**src/rtl/instr_fetch_ctrl.sv**
```systemverilog
// Fetch sequencer: drives the instruction memory address, buffers {pc, word}
// pairs in a small FIFO and hands them to decode over valid/ready.
module instr_fetch_ctrl #(
    parameter int          DEPTH    = 2,
    parameter logic [7:0]  RESET_PC = 8'h00
) (
    input  logic        clk,
    input  logic        rst,
    input  logic        run,
    output logic [7:0]  mem_a,
    input  logic [31:0] mem_rd,
    input  logic        redirect_valid,
    input  logic [7:0]  redirect_addr,
    output logic        instr_valid,
    output logic [31:0] instr_data,
    output logic [7:0]  instr_pc,
    input  logic        instr_ready,
    output logic [7:0]  fetch_pc
);

    localparam int PTR_W = (DEPTH > 1) ? $clog2(DEPTH) : 1;
    localparam logic [PTR_W:0] DEPTH_C = (PTR_W + 1)'(DEPTH);

    localparam logic [1:0] ST_IDLE  = 2'd0;
    localparam logic [1:0] ST_FETCH = 2'd1;
    localparam logic [1:0] ST_FULL  = 2'd2;

    logic [7:0]       fetch_pc_q, fetch_pc_d;
    logic [PTR_W-1:0] rd_ptr_q, rd_ptr_d;
    logic [PTR_W-1:0] wr_ptr_q, wr_ptr_d;
    logic [PTR_W:0]   count_q, count_d;
    logic [1:0]       fsm_state;
    logic             pop;
    logic             do_fetch;

    // Small distributed storage: the head must be visible in the cycle after
    // the write, so reads are asynchronous from the entry array.
    logic [7:0]  pc_mem    [DEPTH];
    logic [31:0] instr_mem [DEPTH];

    // The FSM classifies the current cycle from run, occupancy and pop;
    // a FETCH cycle without a redirect is exactly a fetch.
    always_comb begin
        pop = (count_q != '0) && instr_ready;
        if (rst) begin
            fsm_state = ST_IDLE;
        end else if (redirect_valid) begin
            fsm_state = run ? ST_FETCH : ST_IDLE;
        end else if (!run) begin
            fsm_state = ST_IDLE;
        end else if ((count_q == DEPTH_C) && !pop) begin
            fsm_state = ST_FULL;
        end else begin
            fsm_state = ST_FETCH;
        end
        do_fetch = (fsm_state == ST_FETCH) && !redirect_valid;
    end

    always_comb begin
        fetch_pc_d = fetch_pc_q;
        rd_ptr_d   = rd_ptr_q;
        wr_ptr_d   = wr_ptr_q;
        count_d    = count_q;
        if (redirect_valid) begin
            fetch_pc_d = redirect_addr;
            rd_ptr_d   = '0;
            wr_ptr_d   = '0;
            count_d    = '0;
        end else begin
            if (pop) begin
                rd_ptr_d = rd_ptr_q + 1'b1;
            end
            if (do_fetch) begin
                wr_ptr_d   = wr_ptr_q + 1'b1;
                fetch_pc_d = fetch_pc_q + 8'd1;
            end
            if (do_fetch && !pop) begin
                count_d = count_q + 1'b1;
            end else if (pop && !do_fetch) begin
                count_d = count_q - 1'b1;
            end
        end
    end

    always_ff @(posedge clk) begin
        if (rst) begin
            fetch_pc_q <= RESET_PC;
            rd_ptr_q   <= '0;
            wr_ptr_q   <= '0;
            count_q    <= '0;
        end else begin
            fetch_pc_q <= fetch_pc_d;
            rd_ptr_q   <= rd_ptr_d;
            wr_ptr_q   <= wr_ptr_d;
            count_q    <= count_d;
        end
    end

    // do_fetch is already low during reset, so storage needs no reset term.
    always_ff @(posedge clk) begin
        if (do_fetch) begin
            pc_mem[wr_ptr_q]    <= fetch_pc_q;
            instr_mem[wr_ptr_q] <= mem_rd;
        end
    end

    assign mem_a       = fetch_pc_q;
    assign fetch_pc    = fetch_pc_q;
    assign instr_valid = (count_q != '0);
    assign instr_data  = instr_valid ? instr_mem[rd_ptr_q] : 32'h0;
    assign instr_pc    = instr_valid ? pc_mem[rd_ptr_q] : 8'h0;

endmodule

```
**config.mk**
```make
export PLATFORM = sky130hd
export DESIGN_NAME = instr_fetch_ctrl
export DESIGN_NICKNAME = d
export VERILOG_FILES = /design/src/rtl/instr_fetch_ctrl.sv
export SDC_FILE = /design/constraint.sdc
export NUM_CORES = 1
export LEC_CHECK = 0
export ABC_AREA = 1
export CAP_MARGIN = 20
export CORE_MARGIN = 5
export CORE_UTILIZATION = 40
export DETAILED_ROUTE_END_ITERATION = 6
export PLACE_DENSITY_LB_ADDON = 0.25
export SLEW_MARGIN = 20
export SYNTH_ARGS = -nofsm -noshare
export SYNTH_HDL_FRONTEND = slang
export SYNTH_SLANG_ARGS = --single-unit
export TNS_END_PERCENT = 20
```
**constraint.sdc**
```tcl
create_clock -name clk -period 3.55 [get_ports clk]
set_input_delay 0.71 -clock clk [delete_from_list [all_inputs] [get_ports clk]]
set_output_delay 0.71 -clock clk [all_outputs]
set_load 0.01 [all_outputs]
```
==> flow_metrics.py <==
metrics = {
    "sta": {
        "rsz0062_at_grt": "no",
        "maxSlewHeadroom_pct": 65.9,
        "hold-worst-slack_ns": 0.495,
        "fin_setup_tns_ns": 0,
        "worst_pin_slew_ns": 0.510,
        "period_needed_ns": 2.84,
        "fin_skew_ns": 0.00846,
        "slew_violations": 0,
        "finalHoldViolCount": 0,
        "post-route-period-util_pct": 80.1,
        "setup_viol": 0,
        "fmax_mhz": 352,
    },
    "final_layout": {
        "diodes": 0,
        "fin_nets": 484,
        "fin_cells": 571,
        "drive_above_1_share_pct": 9.73,
        "synthToLayoutAreaGrowth_pct": 34.2,
        "fill_cells": 819,
    },
    "place": {
        "place_inst": 555,
        "dpl.hpwl_microns": 5670,
        "port_buffers": 101,
        "place.gp.congestion": 0.815,
    },
    "die": {
        "core-area_sq_um": 9280,
        "core.rowCount": 35,
        "start_util_pct": 41.4,
        "ios": 102,
        "die_w_microns": 108,
        "die_area_sq_um": 11700,
        "die_h_microns": 108,
    },
    "power": {
        "power.switching_mw": 0.488,
        "ir_drop_mv": 0.254,
        "power_frac_seq_pct": 57.2,
        "p_comb_share_pct": 10.2,
        "p_sw_share_pct": 22.7,
        "power.internal_mw": 1.66,
        "pwr-share-clk_pct": 32.6,
        "power_density_nw_per_um2": 417,
        "p_leak_nw": 1.80,
    },
    "synth": {
        "synthTopCellsByCount": "111 x nand2_1, 80 x edfxtp_1, 50 x a21oi_1",
        "yosys_warnings": 0,
        "synthTopCellsByArea": "edfxtp_1 63%, nand2_1 11%, dfxtp_1 6.8%",
        "synthesis.area_sq_um": 3840,
        "synth_cells": 342,
        "synth_cell_types": 27,
        "yosysSeqAreaShare_pct": 69.3,
        "synth_seq_cells": 93,
        "synth_top_area_share_pct": 62.5,
        "synth_flop_cell": "edfxtp_1",
        "synth_top_area_cell": "edfxtp_1",
        "synth_edf_count": 80,
        "synth.most_common_cell": "nand2_1",
        "syn_nets": 389,
        "avgSynthCellArea_sq_um": 11.2,
        "postSynth.asyncResetShare_pct": 0,
    },
    "worst_setup_path": {
        "r2r_cells": 9,
        "critical_path_required_ns": 2.84,
        "rr_endpoint": "count_q[1]$_SDFFE_PP0P_",
        "crit_end": "instr_data[29]",
        "reg2reg_setup_slack_ns": 1.38,
        "crit_chain": "inv_1 > buf_4 > nand2_1 > a21oi_1 > clkdlybuf4s50_1",
        "worst-path-buf-inv": 3,
        "r2r_start": "count_q[1]$_SDFFE_PP0P_",
        "worstSetupPathType": "reg -> out",
        "worstPathMaxFanout": 33,
        "path_depth": 5,
        "path_delay_family": "buffers and inverters",
        "arrival_ns": 2.13,
        "startpoint_type": "flop",
        "crit_path_end_kind": "output port",
        "cpMaxStageDelayCell": "clkdlybuf4s50_1",
        "critical_path.max_stage_delay_ns": 0.56,
    },
    "route": {
        "drtIter0Drc": 131,
        "wl_per_cell_microns": 14.8,
        "drc": 0,
        "viasPerCell": 4.75,
        "first_pass_iters": 4,
        "routed_wl_microns": 8430,
        "drtAntennaViolNets": 0,
        "vias": 2712,
    },
    "global_routing": {
        "first_global_vias": 2728,
        "grt_util_all_layers_pct": 14.7,
        "grt_max_degree": 41,
        "grt-ovfl-total": 0,
        "grt_pass1_wl_microns": 13300,
        "antenna_found_initial": 0,
    },
    "cts": {
        "cts_max_path_buffers": 2,
        "clockRootBuffer": "clkbuf_8",
        "cts_tree": "yes",
        "numCtsBuffers": 9,
        "holdBufCountCts": 0,
        "cts.sinks": 93,
        "cts_resized": 0,
        "cts_setup_buffers": 0,
        "clk_pin_slew_ns": 0.09,
        "cts.htree.levels": 3,
        "clk_latency_ns": 0.36,
    },
    "status": {
        "outcome": "finished clean",
    },
    "job": {
        "cap_violations": 0,
    },
    "worst_hold_path": {
        "hp-class": "reg -> reg",
    },
}
metrics by stage:
step / setup WS [ns] / area [sq um] / utilization [%] / total power, mW
floorplan: 0.313 / 3840 / - / 1.35
global route: 0.499 / 5160 / 55.6 / 2.24
CTS: 0.665 / 5160 / 55.6 / 2.17
detailed placement: 0.655 / 4960 / 53.4 / 1.48
finish: 0.708 / 5160 / 55.6 / 2.15
global placement: 0.781 / 4960 / 53.4 / 1.47
per-layer routing:
metal  track usage (%)  share of wire (%)  vias to the layer above  wire length (microns)
met5                 0                  0                        -                      0
met2              25.3                 50                       81                   4220
met1              17.3                 42                     1271                   3570
met3              4.42                6.1                       10                    512
met4              5.50                1.5                        0                    126
li1                  -                  -                     1350                      -
how the worst min path moves through the flow:
stage                                      from                    end  slack, ns  cells after the start
after floorplan           rd_ptr_q$_SDFFE_PP0P_                   flop       0.45                      2
after global placement    rd_ptr_q$_SDFFE_PP0P_  rd_ptr_q$_SDFFE_PP0P_       0.47                      2
after detailed placement  rd_ptr_q$_SDFFE_PP0P_                   flop       0.46                      2
after CTS                 rd_ptr_q$_SDFFE_PP0P_                   flop       0.48                      2
after global routing      rd_ptr_q$_SDFFE_PP0P_                   flop       0.52                      2
final                     rd_ptr_q$_SDFFE_PP0P_                   flop       0.50                      2
sequential cells by signal, summed over array words and instances (netlist names), named ones only:
| register | cells |
|---|---|
| fetch_pc | 8 |
| count_q | 2 |
| instr_mem | 64 |
| rd_ptr_q | 1 |
| wr_ptr_q | 1 |
| pc_mem | 16 |
worst reg2reg max path: cells and delay by family (launching register included):
family | cells | cell delay, ns
flip-flops | 1 | 0.35
buffers and inverters | 2 | 0.45
adder cells (fa/ha/maj) | 1 | 0.28
AO/OA/AOI/OAI | 4 | 0.48
AND/OR/NAND/NOR | 2 | 0.50
area by class of cell:
class                           count  area, sq um  share of cell area, %
Clock buffer                       10          128                   2.47
Clock inverter                      6         71.3                   1.38
Inverter                           16         61.3                   1.19
Multi-Input combinational cell    210         1000                   19.5
Sequential cell                    93         2660                   51.6
Tap cell                          129          161                   3.13
Timing Repair Buffer              107         1070                   20.7
power groups by stage:
stage | combinational (mW) | clock [mW] | sequential (mW)
global route | 0.238 | 0.769 | 1.23
floorplan | 0.0926 | 0 | 1.25
global placement | 0.219 | 0 | 1.25
CTS | 0.223 | 0.721 | 1.23
detailed placement | 0.222 | 0 | 1.25
finish | 0.219 | 0.700 | 1.23
placed cells by master (no fill, tap or decap), drive strengths merged:
| master | count |
|---|---|
| a21oi | 53 |
| xor2 | 1 |
| o21ai | 7 |
| nand2 | 114 |
| ha | 2 |
| bufinv | 1 |
| edfxtp | 80 |
| o21bai | 1 |
| buf | 6 |
| nand4 | 1 |
| xnor2 | 1 |
| clkinvlp | 1 |
| nand3 | 14 |
| nor2 | 16 |
| clkdlybuf4s50 | 101 |
| clkinv | 3 |
| inv | 17 |
| dfxtp | 13 |
| clkbuf | 10 |
cells by family (layout without fill, tap and decap cells):
| group | count (synthesis) | count (layout) | synth area share, % |
|---|---|---|---|
| flip-flops | 93 | 93 | 69.3 |
| adder cells (fa/ha/maj) | 2 | 2 | 0.651 |
| XOR/XNOR | 2 | 2 | 0.456 |
| AND/OR/NAND/NOR | 145 | 145 | 16.2 |
| AO/OA/AOI/OAI | 61 | 61 | 8.30 |
| buffers and inverters | 39 | 139 | 5.11 |
Power figures use the tool's default switching activity.
